File: config.mk
export PLATFORM = sky130hd
export DESIGN_NAME = muldiv_unit
export DESIGN_NICKNAME = d
export VERILOG_FILES = /design/src/rtl/muldiv_unit.sv
export SDC_FILE = /design/constraint.sdc
export NUM_CORES = 1
export LEC_CHECK = 0
export CAP_MARGIN = 20
export CORE_UTILIZATION = 39
export DETAILED_ROUTE_END_ITERATION = 12
export PLACE_DENSITY = 0.59
export SYNTH_ARGS = -nofsm -noshare
export SYNTH_HDL_FRONTEND = slang
export SYNTH_SLANG_ARGS = --single-unit
File: constraint.sdc
create_clock -name clk -period 5.1 [get_ports clk]
set_clock_uncertainty 0.15 [all_clocks]
set_input_delay 1.02 -clock clk [delete_from_list [all_inputs] [get_ports clk]]
set_output_delay 1.02 -clock clk [all_outputs]
set_load 0.02 [all_outputs]
File: src/rtl/muldiv_unit.sv
// -----------------------------------------------------------------------------
// muldiv_unit
//   Iterative RV-M multiply/divide unit. Multiplies use shift-add and divides
//   use restoring radix-2, one bit per RUN cycle, on operand magnitudes. The
//   FIX state applies the result sign. Divide-by-zero and signed overflow skip
//   RUN. With MUL_SINGLE=1, multiplies finish in one cycle.
//
//   Parameters
//     XLEN        operand/result width (8..64)
//     MUL_SINGLE  1 = multiply ops complete in a single cycle
//
//   Ports
//     clk          rising-edge clock
//     rst          asynchronous active-high reset
//     start        request; operands, funct3 and rd_addr_in sampled on accept
//     funct3       RV-M operation select
//     rs1_data     dividend / multiplicand
//     rs2_data     divisor / multiplier
//     rd_addr_in   destination tag carried with the op
//     kill         flush; aborts any op in flight, overrides start
//     busy         op in progress (RUN or FIX)
//     stall_req    hold upstream stages (busy or start accepted this cycle)
//     done         one-cycle completion pulse
//     result       registered result, held until the next done
//     rd_addr_out  tag of the completed op
// -----------------------------------------------------------------------------
module muldiv_unit #(
  parameter int XLEN       = 32,
  parameter int MUL_SINGLE = 0
) (
  input  logic            clk,
  input  logic            rst,
  input  logic            start,
  input  logic [2:0]      funct3,
  input  logic [XLEN-1:0] rs1_data,
  input  logic [XLEN-1:0] rs2_data,
  input  logic [4:0]      rd_addr_in,
  input  logic            kill,
  output logic            busy,
  output logic            stall_req,
  output logic            done,
  output logic [XLEN-1:0] result,
  output logic [4:0]      rd_addr_out
);

  localparam int CW = $clog2(XLEN);

  localparam logic [1:0] S_IDLE = 2'd0;
  localparam logic [1:0] S_RUN  = 2'd1;
  localparam logic [1:0] S_FIX  = 2'd2;
  localparam logic [1:0] S_DONE = 2'd3;

  logic [1:0]      state;
  logic [CW-1:0]   cnt;

  // Latched operation context
  logic [2:0]      op;
  logic [4:0]      tag;
  logic            neg1;      // rs1 was negative (signed view)
  logic            neg2;      // rs2 was negative (signed view)
  logic            bypass;    // special-case divide: lo already holds result
  logic [XLEN:0]   acc;       // multiply high half / divide partial remainder
  logic [XLEN-1:0] lo;        // multiply low half / divide quotient
  logic [XLEN:0]   opd;       // multiplicand or divisor magnitude

  // ---------------------------------------------------------------------------
  // Request decode
  // ---------------------------------------------------------------------------
  logic            accept;
  logic            rs1_signed, rs2_signed;
  logic            sign1, sign2;
  logic [XLEN:0]   ext1, ext2, mag1, mag2;
  logic            div_zero, div_ovf, special;
  logic [XLEN-1:0] special_val;
  logic            single_mul;

  assign accept    = start & ~kill & ~rst & ((state == S_IDLE) || (state == S_DONE));
  assign busy      = (state == S_RUN) || (state == S_FIX);
  assign stall_req = busy | accept;
  assign done      = (state == S_DONE);

  // NOTE: every always_comb output gets a default first so no path leaves it
  // unassigned, which would otherwise infer a latch.
  always_comb begin
    rs1_signed = 1'b0;
    rs2_signed = 1'b0;
    case (funct3)
      3'b000, 3'b001, 3'b100, 3'b110: begin
        rs1_signed = 1'b1;
        rs2_signed = 1'b1;
      end
      3'b010:  rs1_signed = 1'b1;
      default: ;
    endcase
  end

  // Magnitudes are XLEN+1 wide so the minimum negative value negates exactly.
  assign sign1 = rs1_signed & rs1_data[XLEN-1];
  assign sign2 = rs2_signed & rs2_data[XLEN-1];
  assign ext1  = {sign1, rs1_data};
  assign ext2  = {sign2, rs2_data};
  assign mag1  = sign1 ? -ext1 : ext1;
  assign mag2  = sign2 ? -ext2 : ext2;

  assign div_zero = (rs2_data == '0);
  assign div_ovf  = ((funct3 == 3'b100) || (funct3 == 3'b110)) &&
                    (rs1_data == {1'b1, {(XLEN-1){1'b0}}}) && (rs2_data == '1);
  assign special  = funct3[2] & (div_zero | div_ovf);

  // funct3[1] distinguishes REM/REMU from DIV/DIVU.
  always_comb begin
    special_val = '0;
    if (div_zero) special_val = funct3[1] ? rs1_data : '1;
    else          special_val = funct3[1] ? '0 : rs1_data;
  end

  assign single_mul = (MUL_SINGLE != 0) && !funct3[2];

  // Single-cycle multiply datapath (optimised away when MUL_SINGLE=0)
  logic [2*XLEN-1:0] sp_mag, sp;
  logic [XLEN-1:0]   single_res;

  assign sp_mag     = {{XLEN{1'b0}}, mag1[XLEN-1:0]} * {{XLEN{1'b0}}, mag2[XLEN-1:0]};
  assign sp         = (sign1 ^ sign2) ? -sp_mag : sp_mag;
  assign single_res = (funct3[1:0] == 2'b00) ? sp[XLEN-1:0] : sp[2*XLEN-1:XLEN];

  // ---------------------------------------------------------------------------
  // Iteration step
  // ---------------------------------------------------------------------------
  logic [XLEN:0]   mul_add, mul_sum;
  logic [XLEN:0]   div_shift, div_diff;
  logic            div_ge;
  logic [XLEN:0]   acc_next;
  logic [XLEN-1:0] lo_next;

  assign mul_add   = lo[0] ? opd : '0;
  assign mul_sum   = acc + mul_add;
  assign div_shift = {acc[XLEN-1:0], lo[XLEN-1]};
  assign div_diff  = div_shift - opd;
  assign div_ge    = (div_shift >= opd);

  always_comb begin
    acc_next = acc;
    lo_next  = lo;
    if (op[2]) begin
      // Restoring divide: subtract only when the shifted remainder fits.
      acc_next = div_ge ? div_diff : div_shift;
      lo_next  = {lo[XLEN-2:0], div_ge};
    end else begin
      // Shift-add: conditionally add, then shift {acc, lo} right one bit.
      acc_next = {1'b0, mul_sum[XLEN:1]};
      lo_next  = {mul_sum[0], lo[XLEN-1:1]};
    end
  end

  // ---------------------------------------------------------------------------
  // Sign fix-up and result select
  // ---------------------------------------------------------------------------
  logic [2*XLEN-1:0] prod, prod_s;
  logic [XLEN-1:0]   quo_s, rem_s, fix_res;

  assign prod   = {acc[XLEN-1:0], lo};
  assign prod_s = (neg1 ^ neg2) ? -prod : prod;
  assign quo_s  = (neg1 ^ neg2) ? -lo : lo;
  assign rem_s  = neg1 ? -acc[XLEN-1:0] : acc[XLEN-1:0];

  always_comb begin
    fix_res = '0;
    if (bypass)                fix_res = lo;
    else if (op[2])            fix_res = op[1] ? rem_s : quo_s;
    else if (op[1:0] == 2'b00) fix_res = prod_s[XLEN-1:0];
    else                       fix_res = prod_s[2*XLEN-1:XLEN];
  end

  // ---------------------------------------------------------------------------
  // Control state and architectural outputs
  // ---------------------------------------------------------------------------
  // NOTE: sequential state is written with non-blocking assignments only, so
  // every register samples pre-edge values regardless of statement order.
  always_ff @(posedge clk or posedge rst) begin
    if (rst) begin
      state       <= S_IDLE;
      cnt         <= '0;
      result      <= '0;
      rd_addr_out <= '0;
    end else if (kill) begin
      state <= S_IDLE;
    end else begin
      case (state)
        S_IDLE, S_DONE: begin
          if (start) begin
            if (single_mul) begin
              state       <= S_DONE;
              result      <= single_res;
              rd_addr_out <= rd_addr_in;
            end else if (special) begin
              state <= S_FIX;
            end else begin
              state <= S_RUN;
              cnt   <= CW'(XLEN - 1);
            end
          end else begin
            state <= S_IDLE;
          end
        end
        S_RUN: begin
          if (cnt == '0) state <= S_FIX;
          else           cnt   <= cnt - CW'(1);
        end
        S_FIX: begin
          state       <= S_DONE;
          result      <= fix_res;
          rd_addr_out <= tag;
        end
        default: state <= S_IDLE;
      endcase
    end
  end

  // NOTE: the datapath registers carry no reset; they are always loaded on
  // accept before being used, and nothing observes them while IDLE.
  always_ff @(posedge clk) begin
    if (accept) begin
      op     <= funct3;
      tag    <= rd_addr_in;
      neg1   <= sign1;
      neg2   <= sign2;
      bypass <= special;
      acc    <= '0;
      if (special) begin
        lo  <= special_val;
        opd <= mag2;
      end else if (funct3[2]) begin
        lo  <= mag1[XLEN-1:0];
        opd <= mag2;
      end else begin
        lo  <= mag2[XLEN-1:0];
        opd <= mag1;
      end
    end else if (state == S_RUN) begin
      acc <= acc_next;
      lo  <= lo_next;
    end
  end

endmodule

### Word level (Yosys, flattened, before mapping)

Index checks and enable logic that the tools add are counted.

* equality and inequality tests: 13
* bitwise gates (word level): 11
* reductions and logical operators: 17
* $add $sub $neg: 8
* multiplexer cells: 33
* magnitude comparators: 1

Operators by type and width (count)
* $mux 32: 14
* $mux 33: 7
* $neg 33->33: 2
* $eq 32x32->1 const B: 2
* $mux 64: 1
* $neg 32->32: 2
* $neg 64->64: 1
* $add 33x33->33: 1
* $ge 33x33->1: 1
* $sub 33x33->33: 1
* $logic_not 32->1: 1
* $mux 5: 3
* $pmux 5 s2: 1
* $mux 2: 4
* $and 1x1->1: 6
* $eq 3x3->1 const B: 2
* $ne 2x2->1 const B: 3
* $pmux 2 s3: 1
* $logic_not 5->1: 1
* $reduce_and 5->1: 1
* $reduce_or 5->1: 1
* $sub 5x1->5 const B: 1
* $eq 2x2->1 const B: 2
* $logic_not 2->1: 2
* 15 further kinds: 22

* flip-flop bits (word level): 153
* word-level logic and storage cells: 95
* output and inout port bits: 40

### Logic depth before layout (Yosys ltp)

Gate-level depths: netlist of the first run.

* depth after elaboration: 10
* gate-level depth with buffers: 15
* depth with buffers taken out: 13

### Worst setup path after synthesis of the first run

No wires, ideal clock.

* path kind: input -> register
* start: input rst
* end: register lo[0] (data pin)
* stages: 5
* slack: 0.435 ns
* arrival: 4.173 ns
* library setup time: 0.342 ns
* path through: inv_1 nand4b_1 clkinv_1 clkbuf_1 a31oi_1

* word-level cells in the longest chain between the ends: 4

RTL lines
* from (decl): line 32 `input logic rst,`
* $not 1->1: line 77 `assign accept = start & ~kill & ~rst & ((state == S_IDLE) || (state == S_DONE));`
* $and 1x1->1 (2 in series): line 77
* net accept: line 69 `logic accept;`
* $mux 32: line 223 `if (accept) begin`
* to (signal assigned): line 231 `lo <= special_val;`
* to (signal assigned): line 234 `lo <= mag1[XLEN-1:0];`
* to (signal assigned): line 237 `lo <= mag2[XLEN-1:0];`
* to (decl): line 63 `logic [XLEN-1:0] lo;`

The timed path passes the listed nets, and every way through them passes these cells.
A chain may end at the register's enable or synchronous reset.

### Worst setup path after layout of the first run

* start: input rs1_data[10]
* end: register lo[3] (data pin)

* word-level cells in the longest chain between the ends: 7

RTL lines
* from (decl): line 35 `input logic [XLEN-1:0] rs1_data,`
* $eq 32x32->1: line 107 `(rs1_data == {1'b1, {(XLEN-1){1'b0}}}) && (rs2_data == '1);`
* $logic_and 1x1->1: line 106 `assign div_ovf = ((funct3 == 3'b100) || (funct3 == 3'b110)) &&`
* $logic_and 1x1->1: line 107
* $or 1x1->1: line 108 `assign special = funct3[2] & (div_zero | div_ovf);`
* $and 1x1->1: line 108
* $mux 32: line 230 `if (special) begin`
* $mux 32: line 223

No other way between the ends.

==> results of run 1 <==
## sequential cells by signal (all words and copies together), names as in the netlist
name,cells
opd,33
state,2
neg2,1
tag,5
cnt,5
neg1,1
op,3
rd_addr_out,5
acc,33
result,32
bypass,1
lo,32
## worst max path at each step
stage / startpoint / end / slack [ns] / depth (start not counted)
4_1_cts: rs1_data[10] / lo[20]$_DFFE_PP_ / 0.68 / 10
5_1_grt: lo[0]$_DFFE_PP_ / result[28]$_DFFE_PP0P_ / 0.44 / 12
6_report: rs1_data[10] / lo[3]$_DFFE_PP_ / 0.72 / 10
3_3_place_gp: rs1_data[10] / lo[3]$_DFFE_PP_ / 0.29 / 10
2_1_floorplan: rst / lo[0]$_DFFE_PP_ / 0.43 / 5
3_5_place_dp: rs1_data[10] / lo[20]$_DFFE_PP_ / 0.24 / 10
## stage by stage
stage | total power (W) | setup WS [ns] | instance area (µm²) | util, %
floorplan | 0.005876 | 0.4347 | 15550 | -
global placement | 0.007607 | 0.2933 | 17260 | 44.24
detailed placement | 0.007645 | 0.2363 | 17260 | 44.24
CTS | 0.009095 | 0.6823 | 17900 | 45.90
global route | 0.009757 | 0.4395 | 17910 | 45.92
finish | 0.009167 | 0.7243 | 17920 | 45.93
## critical path, cell delays in order
cell and delay [ns]:
clkdlybuf4s50_1 0.51, or4_4 0.58, or4b_4 0.51, or4_4 0.48, or3_4 0.45, nand3_1 0.32
buf_4 0.22, nor3_1 0.05, a211oi_1 0.22, a21oi_1 0.06
## power groups by stage
stage               combinational [W]  clock (W)  sequential [W]
CTS                           0.00523    0.00144         0.00242
detailed placement            0.00520          0         0.00244
finish                        0.00530    0.00142         0.00244
global route                  0.00578    0.00149         0.00249
floorplan                     0.00363          0         0.00225
global placement              0.00517          0         0.00244
## cells by family after synthesis
group	share of synthesized area, %
buffers and inverters	5.303
AND/OR/NAND/NOR	20.73
AO/OA/AOI/OAI	27.47
other	0.02412
XOR/XNOR	10.93
adder cells (fa/ha/maj)	6.293
flip-flops	26.01
multiplexers	3.243
## final cells by class
type                       count  area (µm²)  area share (%)
antenna                        2       5.005         0.02793
timing repair buffer         171        1592           8.883
multi-input combinational   1680       10700           59.70
clock buffer                  25       550.5           3.073
clock inverter                 7       98.84          0.5517
tap                          518       648.1           3.617
sequential                   153        4044           22.57
inverter                      75       282.8           1.578
## routing by layer
layer  global-route usage (%)  vias up  routed length [µm]
met3                    4.794      126                4796
li1                         -     7626                   -
met1                    40.83     7833               26920
met2                    45.15      775               26750
met4                    13.26        0                2490
met5                        0        -                   0
## cells in the final DEF, fill, tap and decap left out, types with 24 or more instances in the layout
master / netlist / routed
inv_1: 72 / 71
mux2i_1: 38 / 38
nor3_1: 50 / 50
nand4_1: 24 / 24
ha_1: 75 / 75
nand3_1: 34 / 34
a21o_1: 31 / 31
a31oi_1: 31 / 31
nor2_1: 230 / 230
dfrtp_1: 44 / 44
dfxtp_1: 33 / 33
xor2_1: 101 / 100
xnor2_1: 93 / 92
nand2_1: 197 / 197
clkdlybuf4s50_1: 0 / 114
a21oi_1: 202 / 202
a211oi_1: 41 / 41
edfxtp_1: 76 / 76
o21ai_0: 161 / 161
o31ai_1: 35 / 35
buf_4: 1 / 54
==> insert_results.sql, run 1 <==
INSERT INTO impl_metrics (metric_group, metric, value, unit) VALUES
('outcome', 'run_status', 'complete, no violations', ''),
('finish', 'layout.filler_cells', '3927', ''),
('drt', 'ant_nets', '0', ''),
('worst_setup_path', 'worst-setup-path-type', 'input port to flop', ''),
('power_and_ir_drop', 'intPower', '0.004792', 'W'),
('clocking', 'clock_latency', '0.46', 'ns'),
('timing', 'final.hold.worst_slack', '0.2913', 'ns'),
('placed_design', 'placedCellCount', '2596', ''),
('drt', 'drt_first_pass_iters', '5', ''),
('synth', 'post_synth_most_frequent_cells', 'nor2_1 (230), a21oi_1 (202), nand2_1 (197)', ''),
('clocking', 'cts_tree', 'yes', ''),
('power_and_ir_drop', 'switching_share', '47.72', '%'),
('power_and_ir_drop', 'power.share.combinational', '57.8', '%'),
('timing', 'slew_viol_final', '0', ''),
('synth', 'syn_nets', '2196', ''),
('floorplan', 'ios', '116', ''),
('synth', 'synth_edf_count', '76', ''),
('timing', 'rsz_0062_raised_after_global_routing', 'no', ''),
('synth', 'synth_ff_type', 'edfxtp_1', ''),
('finish', 'final-instance-count-excl-fill', '2631', ''),
('floorplan', 'dieHeight', '201.7', 'µm'),
('synth', 'async_reset_ff_share', '28.76', '%'),
('placed_design', 'portBuffers', '115', ''),
('hold_path', 'hold-path-endpoint', 'rd_addr_out[1]$_DFFE_PP0P_', ''),
('power_and_ir_drop', 'p_switching', '0.004374', 'W'),
('worst_setup_path', 'r2r_slack', '0.85', 'ns'),
('flow_run', 'max_cap_viol_count', '0', ''),
('synth', 'synth_warnings', '0', ''),
('synth', 'synth.distinct_cells', '86', ''),
('placed_design', 'dp_hpwl', '46400', 'µm'),
('power_and_ir_drop', 'seq_power_share', '26.7', '%'),
('timing', 'max_clock_freq', '228.5', 'MHz'),
('finish', 'final_layout_size_suffix_gt1_share', '5.921', '%'),
('timing', 'finalHoldViolCount', '0', ''),
('synth', 'syn_inst', '2043', ''),
('power_and_ir_drop', 'powerDensity', '511.6', 'nW/µm²'),
('timing', 'min_period_over_period', '85.80', '%'),
('floorplan', 'fp.dieArea', '40670', 'µm²'),
('timing', 'max_slew.worst_pin.slew', '0.9863', 'ns'),
('clocking', 'cts.htree.levels', '4', ''),
('synth', 'synth_seq_cells', '153', ''),
('placed_design', 'gpl.final_weighted_congestion', '0.9840', ''),
('finish', 'syn2layout_area_growth', '15.24', '%'),
('clocking', 'cts_hold_buf', '0', ''),
('drt', 'avgViaCountPerCell', '6.218', ''),
('hold_path', 'worst_hold_path_type', 'flop to flop', ''),
('timing', 'setup_viol_count_final', '0', ''),
('drt', 'detail_route.wirelength', '60950', 'µm'),
('drt', 'drc_errors', '0', ''),
('global_routing', 'initial_antenna_violation_count', '1', ''),
('synth', 'netlist_area_pre_place', '15550', 'µm²'),
('drt', 'wire_per_inst', '23.17', 'µm'),
('drt', 'drc_violation_total_after_the_first_tritonroute_iteration', '1527', ''),
('clocking', 'sinks_on_the_clock_net', '153', ''),
('clocking', 'cts_root_buf', 'clkbuf_16', ''),
('floorplan', 'die_width', '201.7', 'µm'),
('worst_setup_path', 'rr_startpoint', 'lo[0]$_DFFE_PP_', ''),
('timing', 'fin_tns_setup', '0', 'ns'),
('worst_setup_path', 'crit_path_capture_type', 'flop', ''),
('worst_setup_path', 'start_kind', 'input port', ''),
('clocking', 'cts_resizes', '0', ''),
('clocking', 'max-clock-path-buffers', '2', ''),
('clocking', 'clkTransAtPathRegs', '0.06', 'ns'),
('hold_path', 'number_of_cells_on_the_worst_hold_path', '2', ''),
('power_and_ir_drop', 'ir_drop', '0.0001894', 'V'),
('synth', 'yosysTopAreaCell', 'edfxtp_1', ''),
('floorplan', 'row_count', '72', ''),
('finish', 'layout.nets', '2251', ''),
('clocking', 'cts-buffers-inserted', '17', ''),
('synth', 'synthMostInstantiatedCell', 'nor2_1', ''),
('synth', 'synth_sequential_area_ratio', '26.01', '%');
Power figures use the tool's default switching activity.
==> run 2: changes to the inputs <==
SKIP_LAST_GASP = 1   (was default)
TNS_END_PERCENT = 10   (was default)
==> results of run 2 <==
The final DEF is identical to that of run 1; final timing and power are the same.
==> run 3: changes to the inputs <==
CORE_MARGIN = 5   (was default)
==> run 3 against run 2 <==
Register-to-register slack got worse by 0.02 ns. Setup slack worse by 0.040 ns. Clock power fell by 11%. Via count is 0.26% lower. Critical path type unchanged. Power decreased by 1.9%. Largest cell class unchanged. Critical endpoint is now lo[20]$_DFFE_PP_.
==> insert_results.sql, run 3 (synthesis gave the netlist of run 1 again) <==
INSERT INTO impl_metrics (metric_group, metric, value, unit) VALUES
('power_and_ir_drop', 'powerDensity', '504.1', 'nW/µm²'),
('hold_path', 'worst_hold_path_type', 'flop to flop', ''),
('drt', 'ant_nets', '0', ''),
('floorplan', 'row_count', '73', ''),
('floorplan', 'core', '39550', 'µm²'),
('worst_setup_path', 'start_kind', 'input port', ''),
('worst_setup_path', 'r2r.worst_path.cells', '12', ''),
('timing', 'fin_tns_setup', '0', 'ns'),
('power_and_ir_drop', 'intPower', '0.004601', 'W'),
('hold_path', 'number_of_cells_on_the_worst_hold_path', '2', ''),
('clocking', 'cts-buffers-inserted', '17', ''),
('floorplan', 'dieHeight', '209.7', 'µm'),
('clocking', 'cts_tree', 'yes', ''),
('placed_design', 'portBuffers', '115', ''),
('drt', 'drt_first_pass_iters', '6', ''),
('drt', 'detail_route.wirelength', '61180', 'µm'),
('finish', 'layout_common_cells', 'nor2_1 (230), a21oi_1 (202), nand2_1 (197)', ''),
('power_and_ir_drop', 'switching_share', '48.85', '%'),
('floorplan', 'ios', '116', ''),
('global_routing', 'total_overflow_reported_by_the_global_router', '0', ''),
('worst_setup_path', 'r2r_slack', '0.83', 'ns'),
('floorplan', 'fp.dieArea', '43960', 'µm²'),
('clocking', 'cts_root_buf', 'clkbuf_16', ''),
('clocking', 'cts.htree.levels', '4', ''),
('worst_setup_path', 'worst-setup-path-type', 'input port to flop', ''),
('finish', 'layout.cells.most_common', 'nor2_1', ''),
('finish', 'largestRegisters', 'acc (33), opd (33)', ''),
('power_and_ir_drop', 'power.static_leakage', '6.976', 'nW'),
('drt', 'wire_per_inst', '23.19', 'µm'),
('clocking', 'clock_latency', '0.46', 'ns'),
('worst_setup_path', 'rr_startpoint', 'lo[0]$_DFFE_PP_', ''),
('timing', 'min_period_over_period', '86.58', '%'),
('power_and_ir_drop', 'ir_drop', '0.0002155', 'V'),
('placed_design', 'gpl.final_weighted_congestion', '0.9983', ''),
('timing', 'setup_ws_post_layout', '0.6846', 'ns'),
('worst_setup_path', 'worst-path-max-fanout', '10', ''),
('power_and_ir_drop', 'power.share.combinational', '58.1', '%'),
('finish', 'syn2layout_area_growth', '14.78', '%'),
('worst_setup_path', 'crit_path_capture_type', 'flop', ''),
('hold_path', 'hold-path-endpoint', 'rd_addr_out[0]$_DFFE_PP0P_', ''),
('timing', 'slew_viol_final', '0', ''),
('timing', 'timing.max_slew.rel_slack', '41.47', '%'),
('hold_path', 'hp-start', 'tag[0]$_DFFE_PP_', ''),
('flow_run', 'max_cap_viol_count', '0', ''),
('outcome', 'run_status', 'complete, no violations', ''),
('global_routing', 'first_global_vias', '15660', ''),
('finish', 'final_layout_size_suffix_gt1_share', '6.152', '%'),
('worst_setup_path', 'cp.arrival', '4.46', 'ns'),
('timing', 'max_slew.worst_pin.slew', '0.8779', 'ns'),
('finish', 'diodes', '0', ''),
('clocking', 'cts_hold_buf', '0', ''),
('global_routing', 'global_route.usage.total', '26.96', '%'),
('drt', 'drc_errors', '0', ''),
('drt', 'drc_violation_total_after_the_first_tritonroute_iteration', '1692', ''),
('clocking', 'sinks_on_the_clock_net', '153', ''),
('timing', 'max_clock_freq', '226.5', 'MHz'),
('power_and_ir_drop', 'clock_power_share', '14.1', '%'),
('clocking', 'cts_setup_buffers', '0', ''),
('clocking', 'clkTransAtPathRegs', '0.07', 'ns'),
('global_routing', 'grt_start_max_net_pins', '75', ''),
('timing', 'finalHoldViolCount', '0', ''),
('floorplan', 'start_util', '39.31', '%'),
('timing', 'min_period', '4.415', 'ns'),
('global_routing', 'initial_antenna_violation_count', '1', ''),
('finish', 'layout.nets', '2253', ''),
('timing', 'final.hold.worst_slack', '0.2904', 'ns'),
('power_and_ir_drop', 'p_switching', '0.004394', 'W'),
('worst_setup_path', 'cp_data_required_time', '5.15', 'ns'),
('placed_design', 'dp_hpwl', '46950', 'µm'),
('drt', 'vias', '16320', ''),
('power_and_ir_drop', 'seq_power_share', '27.8', '%'),
('worst_setup_path', 'worst_r2r_endpoint', 'acc[25]$_SDFFE_PP0P_', ''),
('placed_design', 'dp_worst_setup_slack', '0.2456', 'ns'),
('timing', 'rsz_0062_raised_after_global_routing', 'no', ''),
('clocking', 'cts_resizes', '0', ''),
('clocking', 'max-clock-path-buffers', '2', ''),
('global_routing', 'grt_pass1_wl', '93580', 'µm'),
('timing', 'setup_viol_count_final', '0', ''),
('floorplan', 'die_width', '209.7', 'µm'),
('drt', 'avgViaCountPerCell', '6.185', '');
-- run 3: power by group through the flow --
stage | Sequential [W] | Combinational, W | Clock, W
after floorplan | 0.00225 | 0.00363 | 0
after global placement | 0.00248 | 0.00510 | 0
after detailed placement | 0.00250 | 0.00513 | 0
after CTS | 0.00248 | 0.00516 | 0.00129
after global routing | 0.00254 | 0.00572 | 0.00134
final | 0.00250 | 0.00523 | 0.00127
-- run 3: through the flow --
stage	power, W	utilization, %	cell area, µm²	instances
final	0.008995	45.12	17840	2638
after floorplan	0.005876	-	15550	2043
after CTS	0.008924	45.10	17840	2637
after global placement	0.007585	43.66	17270	2605
after global routing	0.009601	45.12	17840	2638
after detailed placement	0.007625	43.66	17270	2605
-- run 3: worst max-delay path by stage --
stage	startpoint	end	slack, ns	cells past startpoint
after global routing	rs1_data[14]	lo[20]$_DFFE_PP_	0.46	11
after global placement	rs1_data[10]	lo[6]$_DFFE_PP_	0.32	10
after floorplan	rst	lo[0]$_DFFE_PP_	0.43	5
after detailed placement	rs1_data[10]	lo[20]$_DFFE_PP_	0.25	10
final	rs1_data[10]	lo[20]$_DFFE_PP_	0.68	11
after CTS	rs1_data[10]	lo[20]$_DFFE_PP_	0.72	10
-- run 3: final cells by class --
type	instances	area (µm²)
flip-flops and latches	153	4044
clock buffers	19	464.2
multi-input cells	1680	10700
repair buffers	173	1594
well taps	525	656.9
clock inverters	13	106.4
inverters	75	282.8
fillers	4015	21700
-- run 3: worst max-delay path, stage by stage --
cell	delay, ns
clkdlybuf4s50_1	0.49
or4_4	0.57
or4b_4	0.51
or4_4	0.48
o32ai_1	0.41
nor2_1	0.20
buf_4	0.23
and2_1	0.16
o21ai_0	0.14
o31ai_1	0.10
a2bb2oi_1	0.15
-- run 3: metal layers --
metal	vias up	share of wire, %	track usage [%]
li1	7629	-	-
met1	7817	44	36.89
met2	739	45	42.57
met3	132	7.5	4.783
met4	0	3.9	10.35
met5	-	0	0
